===== src/rtl/exec_step_pkg.sv =====
// Shared types and constants for the run/step execution controller.
//   state_t : FSM state encoding (3-bit, codes visible on the state port)
//   mode_t  : operating-mode encoding of the 2-bit mode input
//   idx_width(): width of a slot index for n comparators (minimum 1)
package exec_step_pkg;

  localparam logic [2:0] STATE_IDLE  = 3'd0;
  localparam logic [2:0] STATE_RUN   = 3'd1;
  localparam logic [2:0] STATE_BURST = 3'd2;
  localparam logic [2:0] STATE_BREAK = 3'd3;

  typedef enum logic [2:0] {
    ST_IDLE  = STATE_IDLE,
    ST_RUN   = STATE_RUN,
    ST_BURST = STATE_BURST,
    ST_BREAK = STATE_BREAK
  } state_t;

  typedef enum logic [1:0] {
    MODE_RUN   = 2'b00,
    MODE_STEP  = 2'b01,
    MODE_RUN_N = 2'b10,
    MODE_HALT  = 2'b11
  } mode_t;

  function automatic int idx_width(input int n);
    return (n > 1) ? $clog2(n) : 1;
  endfunction

endpackage


===== src/rtl/step_sync_edge.sv =====
// Step push-button conditioning: 2-flop synchronizer followed by a
// rising-edge detector. Produces a registered single-cycle fire pulse
// three clk edges after the button rises.
// Ports:
//   clk     : clock
//   rst     : synchronous active-high reset
//   btn_i   : raw push button, asynchronous to clk
//   fire_o  : one-cycle pulse per press
module step_sync_edge (
  input  logic clk,
  input  logic rst,
  input  logic btn_i,
  output logic fire_o
);

  logic       s1_q, s2_q;
  logic       prev_q;
  logic [1:0] vld_q;
  logic       fire_q;

  // vld_q tracks how far real button samples have propagated into the
  // synchronizer. Until s2_q holds a genuine sample, prev_q stays at its
  // reset value of 1, so a button held through reset never looks like a
  // fresh rising edge.
  always_ff @(posedge clk) begin
    if (rst) begin
      s1_q   <= 1'b0;
      s2_q   <= 1'b0;
      prev_q <= 1'b1;
      vld_q  <= 2'b00;
      fire_q <= 1'b0;
    end else begin
      s1_q   <= btn_i;
      s2_q   <= s1_q;
      vld_q  <= {vld_q[0], 1'b1};
      if (vld_q[1]) begin
        prev_q <= s2_q;
      end
      fire_q <= vld_q[1] & s2_q & ~prev_q;
    end
  end

  assign fire_o = fire_q;

endmodule


===== src/rtl/exec_step_ctrl.sv =====
// Run/step controller producing the ARM core's per-cycle clock enable.
// Modes: free-run, single-step from push button, run-N burst, halt.
// Hardware breakpoints stop the core before the matching instruction.
// Ports:
//   clk, rst  : clock, synchronous active-high reset
//   mode      : 00 RUN, 01 STEP, 10 RUN_N, 11 HALT
//   step_btn  : raw step button (asynchronous)
//   start     : pulse starting a RUN_N burst of run_n cycles
//   resume    : pulse leaving BREAK
//   pc        : PC of the instruction executed when cpu_en=1
//   bp_addr   : NUM_BP packed breakpoint addresses
//   bp_en     : per-slot breakpoint enable
//   cpu_en    : combinational core clock enable
//   state     : FSM state code
//   cycle_cnt : saturating count of enabled cycles
//   bp_hit    : one-cycle pulse in the first BREAK cycle
//   bp_idx    : lowest matching slot of the last hit
//   done      : one-cycle pulse when a burst completes
module exec_step_ctrl
  import exec_step_pkg::*;
#(
  parameter int CNT_W  = 32,
  parameter int PC_W   = 32,
  parameter int NUM_BP = 2
) (
  input  logic                             clk,
  input  logic                             rst,
  input  logic [1:0]                       mode,
  input  logic                             step_btn,
  input  logic                             start,
  input  logic [CNT_W-1:0]                 run_n,
  input  logic                             resume,
  input  logic [PC_W-1:0]                  pc,
  input  logic [NUM_BP*PC_W-1:0]           bp_addr,
  input  logic [NUM_BP-1:0]                bp_en,
  output logic                             cpu_en,
  output logic [2:0]                       state,
  output logic [CNT_W-1:0]                 cycle_cnt,
  output logic                             bp_hit,
  output logic [idx_width(NUM_BP)-1:0]     bp_idx,
  output logic                             done
);

  localparam int IDX_W = idx_width(NUM_BP);

  mode_t            mode_w;
  state_t           state_q, state_d;
  state_t           ret_q, ret_d;
  logic [CNT_W-1:0] remaining_q, remaining_d;
  logic [CNT_W-1:0] cycle_cnt_q, cycle_cnt_d;
  logic             skip_q, skip_d;
  logic             bp_hit_q, bp_hit_d;
  logic [IDX_W-1:0] bp_idx_q, bp_idx_d;
  logic             done_q, done_d;

  logic              step_fire;
  logic [NUM_BP-1:0] slot_match;
  logic              bp_match;
  logic [IDX_W-1:0]  match_idx;
  logic              run_like;

  assign mode_w = mode_t'(mode);

  step_sync_edge u_step (
    .clk    (clk),
    .rst    (rst),
    .btn_i  (step_btn),
    .fire_o (step_fire)
  );

  for (genvar gi = 0; gi < NUM_BP; gi++) begin : g_bp
    assign slot_match[gi] = bp_en[gi] && (pc == bp_addr[gi*PC_W +: PC_W]);
  end

  // skip masks the breakpoint for the single enabled cycle after resume,
  // letting the core execute the instruction it stopped in front of.
  assign bp_match = (|slot_match) && !skip_q;

  // Scan downward so the lowest matching slot wins.
  always_comb begin
    match_idx = '0;
    for (int k = NUM_BP - 1; k >= 0; k--) begin
      if (slot_match[k]) match_idx = IDX_W'(k);
    end
  end

  assign run_like = (state_q == ST_RUN) || (state_q == ST_BURST);
  assign cpu_en   = (mode_w != MODE_HALT) && (step_fire || (run_like && !bp_match));

  always_comb begin
    state_d     = state_q;
    ret_d       = ret_q;
    remaining_d = remaining_q;
    skip_d      = skip_q && !cpu_en;
    bp_hit_d    = 1'b0;
    bp_idx_d    = bp_idx_q;
    done_d      = 1'b0;

    unique case (state_q)
      ST_IDLE: begin
        if (mode_w == MODE_RUN) begin
          state_d = ST_RUN;
        end else if (mode_w == MODE_RUN_N && start) begin
          if (run_n != '0) begin
            state_d     = ST_BURST;
            remaining_d = run_n;
          end else begin
            done_d = 1'b1;
          end
        end
      end
      ST_RUN: begin
        if (mode_w != MODE_RUN) begin
          state_d = ST_IDLE;
        end else if (bp_match) begin
          state_d  = ST_BREAK;
          ret_d    = ST_RUN;
          bp_hit_d = 1'b1;
          bp_idx_d = match_idx;
        end
      end
      ST_BURST: begin
        if (mode_w != MODE_RUN_N) begin
          state_d = ST_IDLE;
        end else if (bp_match) begin
          state_d  = ST_BREAK;
          ret_d    = ST_BURST;
          bp_hit_d = 1'b1;
          bp_idx_d = match_idx;
        end else if (cpu_en) begin
          remaining_d = remaining_q - CNT_W'(1);
          if (remaining_q == CNT_W'(1)) begin
            state_d = ST_IDLE;
            done_d  = 1'b1;
          end
        end
      end
      ST_BREAK: begin
        // HALT takes priority over a simultaneous resume.
        if (mode_w == MODE_HALT) begin
          state_d = ST_IDLE;
        end else if (resume) begin
          state_d = ret_q;
          skip_d  = 1'b1;
        end
      end
      default: state_d = ST_IDLE;
    endcase

    // A pending skip must not leak into a later run or step from IDLE.
    if (state_d == ST_IDLE) skip_d = 1'b0;
  end

  assign cycle_cnt_d = (cpu_en && (cycle_cnt_q != '1)) ? cycle_cnt_q + CNT_W'(1) : cycle_cnt_q;

  always_ff @(posedge clk) begin
    if (rst) begin
      state_q     <= ST_IDLE;
      ret_q       <= ST_RUN;
      remaining_q <= '0;
      cycle_cnt_q <= '0;
      skip_q      <= 1'b0;
      bp_hit_q    <= 1'b0;
      bp_idx_q    <= '0;
      done_q      <= 1'b0;
    end else begin
      state_q     <= state_d;
      ret_q       <= ret_d;
      remaining_q <= remaining_d;
      cycle_cnt_q <= cycle_cnt_d;
      skip_q      <= skip_d;
      bp_hit_q    <= bp_hit_d;
      bp_idx_q    <= bp_idx_d;
      done_q      <= done_d;
    end
  end

  assign state     = state_q;
  assign cycle_cnt = cycle_cnt_q;
  assign bp_hit    = bp_hit_q;
  assign bp_idx    = bp_idx_q;
  assign done      = done_q;

endmodule


===== config.mk =====
export PLATFORM = sky130hd
export DESIGN_NAME = exec_step_ctrl
export DESIGN_NICKNAME = d
export VERILOG_FILES = /design/src/rtl/exec_step_pkg.sv /design/src/rtl/step_sync_edge.sv /design/src/rtl/exec_step_ctrl.sv
export SDC_FILE = /design/constraint.sdc
export NUM_CORES = 1
export LEC_CHECK = 0
export ABC_AREA = 1
export CORE_ASPECT_RATIO = 1.25
export CORE_MARGIN = 2
export CORE_UTILIZATION = 55
export CTS_CLUSTER_DIAMETER = 120
export DETAILED_ROUTE_END_ITERATION = 8
export MAX_ROUTING_LAYER = met4
export PLACE_DENSITY = 0.87
export SLEW_MARGIN = 10
export SYNTH_ARGS = -nofsm -noshare
export SYNTH_HDL_FRONTEND = slang
export SYNTH_HIERARCHICAL = 1
export SYNTH_SLANG_ARGS = --single-unit
export TNS_END_PERCENT = 100

===== constraint.sdc =====
create_clock -name clk -period 5.3 [get_ports clk]
set_clock_uncertainty 0.1 [all_clocks]
set_input_delay 0.795 -clock clk [delete_from_list [all_inputs] [get_ports clk]]
set_output_delay 0.795 -clock clk [all_outputs]
set_load 0.02 [all_outputs]

==> summary.md <==
• **run status** complete, no violations
• **GRT overflow** 0
• **worst-path fanout max** 31
• **DRC violation count after routing** 0
• **top cells by area in the synthesized netlist** sky130_fd_sc_hd__dfxtp_1 22%, sky130_fd_sc_hd__nand2_1 17%, sky130_fd_sc_hd__nor2_1 9.9%
• **wire length of the first global-routing pass** 41.1 mm
• **Combinational Power Share** 28.7%
• **top cell type by total area after synthesis** sky130_fd_sc_hd__dfxtp_1
• **ordered list of cells on the worst path** clkdlybuf4s50_1, xnor2_1, nand2_1, nor2_1, nand2_1, nor2_1, nand3_2, nand2_2, nand2_4, nand2_4, nand2_4, nand2_4, inv_2, clkdlybuf4s50_1
• **minimum period implied by the final worst setup slack** 4350 ps
• **Vias per Instance** 5.62
• **Die ar.** 14100 µm²
• **primary flip-flop cell chosen by synthesis mapping** sky130_fd_sc_hd__dfxtp_1
• **ratio of cells with drive above 1 in the final layout** 5.56%
• **Routed Antenna Nets** 0
• **instance count of the mapped netlist** 1259
• **Num CTS Buffers** 9
• **pwr/cell area** 182 nW/µm²
• **Min-Delay Startpoint** u_step/s1_q
• **capturing point of the worst reg2reg path** skip_q
• **relative area change from synthesis to final layout** 28.3%
• **post-CTS setup buffer count** 0
• **flip-flop and latch count after synthesis** 79
• **required time of the critical path** 4410 ps
• **number of distinct library cells after synthesis** 50
• **HP Class** reg2reg
• **total standard cell area after synthesis** 7260 µm²
• **top-level I/O count** 176
• **Clk pin slew, worst setup/hold paths** 60 ps
• **Starting Density** 56.8%
• **Max stage delay cell, worst path** sky130_fd_sc_hd__clkdlybuf4s50_1
• **critical path's most frequent cell** sky130_fd_sc_hd__nand2_4
• **core area** 12800 µm²
• **largest net degree at the start of global routing** 44
• **startpoint type of the worst setup path** input port
• **number of max-slew violations in the final report** 0
• **R2R depth** 9
• **clk sinks** 79
• **async set or reset register ratio after synthesis** 0%
• **total of endpoints with negative setup slack in the final report** 0
• **Post-CTS Hold Fix Bufs** 0
• **Clock Tree Root** sky130_fd_sc_hd__clkbuf_16
• **capturing element type of the critical path** output pin
• **number of enable-type register cells in the synthesized netlist** 0
• **final weighted congestion in routability-driven placement** 1.08
• **global routing usage summed across all routing layers** 36.9%
• **number of fill cells** 1086
• **die extent in x** 107 µm
• **CTS tree** yes
• **Setup Total Neg Slack** 0 ps
• **routed length per placed instance** 16.3 µm
• **synthesized netlist net count** 1399
• **largest incremental delay on the critical path** 530 ps
• **number of antenna violations at the first check in global routing** 0
• **hold path cells** 2
• **total net switching power** 551 µW
• **R2R Setup Slk** 2650 ps
• **number of cells upsized or downsized after cts** 0
• **Max H-tree Level** 3
• **Seq pwr share** 36.4%
• **count of inserted antenna diode cells** 0
• **maximum clock insertion buffer count** 2
• **worst r2r src** state[1]
• **register area share after synthesis** 21.8%
• **measured slew at the worst slew-check pin** 1070 ps
• **Pint** 1140 µW
• **CP arrival** 3450 ps
• **Vias** 8917
• **highest clock frequency the design can meet** 230 MHz
• **final cycle utilization of the critical path** 82.1%
• **unrepaired setup endpoints after global routing** no
• **clock latency on the worst-skew pair** 340 ps
• **HPWL after DPL** 19.9 mm
• **average size of a mapped cell** 5.76 µm²
• **switching fraction of total power** 32.6%
• **Hold Violations, Final** 0
• **nets** 1556
• **number of non-filler instances in the completed layout** 1588
• **leakage** 0.00420 µW
• **peak supply drop** 0.141 mV
• **Iteration-0 DRC Markers** 1088
• **vias in the first global route** 8481
• **share of Yosys cell area claimed by the top area cell type** 21.8%
• **die height** 132 µm
• **std cell rows** 46
• **capture endpoint of the worst hold path** u_step/s2_q
• **routed wire length** 25.9 mm
• **share of power burned in the clock network** 34.9%
• **number of buffer cells added on primary ports** 175
• **count of maximum capacitance violations** 0
• **critical path class** in2out
• **TritonRoute pass-1 iters** 5
• **yosys synthesis warning count** 6
• **cell count after placement** 1573
• **max_slew headroom** 28.5%
• **Setup crit start** pc[22]
Yosys cell counts (3+ instances only):
cell,count
sky130_fd_sc_hd__nand2_1,337
sky130_fd_sc_hd__nor2_1,192
sky130_fd_sc_hd__inv_1,173
sky130_fd_sc_hd__nand3_1,90
sky130_fd_sc_hd__dfxtp_1,79
sky130_fd_sc_hd__nand4_1,66
sky130_fd_sc_hd__nor3_1,39
sky130_fd_sc_hd__a21oi_1,34
sky130_fd_sc_hd__o21ai_0,31
sky130_fd_sc_hd__xor2_1,31
sky130_fd_sc_hd__xnor2_1,27
sky130_fd_sc_hd__nor4_1,22
sky130_fd_sc_hd__nand2_2,15
sky130_fd_sc_hd__clkbuf_1,14
sky130_fd_sc_hd__a21oi_2,10
sky130_fd_sc_hd__buf_2,9
sky130_fd_sc_hd__buf_6,8
sky130_fd_sc_hd__nand3b_1,8
sky130_fd_sc_hd__nor2_2,7
sky130_fd_sc_hd__inv_2,6
sky130_fd_sc_hd__nand2_4,5
sky130_fd_sc_hd__nand3_2,4
sky130_fd_sc_hd__o31ai_1,4
sky130_fd_sc_hd__or2_1,4
sky130_fd_sc_hd__clkinv_1,3
sky130_fd_sc_hd__ha_1,3
sky130_fd_sc_hd__nor3b_1,3
sky130_fd_sc_hd__o21ai_1,3
sky130_fd_sc_hd__o22ai_1,3
sky130_fd_sc_hd__or2_2,3
kinds of logic after synthesis:
logic type                 synth area share, %
and+or+nand+nor                           50.2
buffers and inverters                     12.6
AOI/OAI and AO/OA                         7.74
DFF                                       21.8
xor gates and xnor gates                  7.00
adders and majority gates                0.517
other                                   0.0517
muxes                                    0.138
worst max-delay path, delay by kind of cell:
| kind | cells | cell delay, ps |
|---|---|---|
| simple gates | 10 | 1130 |
| buf+inv | 3 | 1060 |
| xor+xnor | 1 | 440 |
through the flow:
stage	utilization (%)	setup WS [ps]	hold slack, ps	power, µW	instance area (µm²)
6_report	72.9	951	317	1690	9310
5_1_grt	72.9	839	325	1760	9310
3_3_place_gp	70.7	1050	296	1090	9030
4_1_cts	72.9	1020	321	1680	9310
2_1_floorplan	-	2490	288	899	7260
3_5_place_dp	70.7	1050	310	1100	9030
routing by layer:
layer	wire length, µm	global-route usage (%)	part of all wire [%]
met1	10400	44.9	40
met2	12600	62.6	49
met3	2170	6.65	8.4
met4	694	9.67	2.7
met5	0	-	0
registers in the layout, summed over array words and instances (netlist names), 2 cells and up:
register / flops
cycle_cnt: 32
remaining_q: 32
state: 3
ret_q: 2
u_step/vld_q: 2
layout by cell type, fill, tap and decap left out, types with 4 or more instances in the layout:
cell,n
sky130_fd_sc_hd__nand2_1,337
sky130_fd_sc_hd__nand2_2,15
sky130_fd_sc_hd__nand4_1,66
sky130_fd_sc_hd__nand3b_1,8
sky130_fd_sc_hd__nor3_1,39
sky130_fd_sc_hd__nor2_2,7
sky130_fd_sc_hd__o31ai_1,4
sky130_fd_sc_hd__nor4_1,22
sky130_fd_sc_hd__a21oi_1,34
sky130_fd_sc_hd__a21oi_2,10
sky130_fd_sc_hd__o21ai_0,31
sky130_fd_sc_hd__inv_1,173
sky130_fd_sc_hd__buf_4,5
sky130_fd_sc_hd__clkdlybuf4s50_1,174
sky130_fd_sc_hd__dfxtp_1,79
sky130_fd_sc_hd__clkbuf_16,9
sky130_fd_sc_hd__xor2_1,31
sky130_fd_sc_hd__nand3_1,90
sky130_fd_sc_hd__nand2_4,5
sky130_fd_sc_hd__or2_1,4
sky130_fd_sc_hd__nor2_1,192
sky130_fd_sc_hd__nand3_2,4
sky130_fd_sc_hd__inv_2,6
sky130_fd_sc_hd__xnor2_1,27
power by group through the flow:
stage	Combinational (µW)	Clock [µW]	Sequential, µW
4_1_cts	473	593	616
5_1_grt	530	616	617
2_1_floorplan	272	0	627
3_3_place_gp	461	0	628
6_report	485	591	616
3_5_place_dp	467	0	629
area by class of cell:
class                      count  area [µm²]  share of cell area (%)
clock inverter                 5        41.3                   0.443
tap                          168         210                    2.26
clock buffer                  10         239                    2.57
inverter                     183         689                    7.40
timing repair buffer         180        1780                    19.2
sequential                    79        1580                    17.0
multi-input combinational    963        4760                    51.2
worst max-delay path by stage:
| stage | to | slack (ps) | depth (start not counted) |
|---|---|---|---|
| after detailed placement | cpu_en | 1050 | 14 |
| after global routing | cpu_en | 840 | 14 |
| final | cpu_en | 950 | 14 |
| after CTS | cpu_en | 1020 | 14 |
| after global placement | cpu_en | 1050 | 14 |
| after floorplan | cpu_en | 2490 | 13 |
Note: power is estimated with default switching activity, not from simulation.
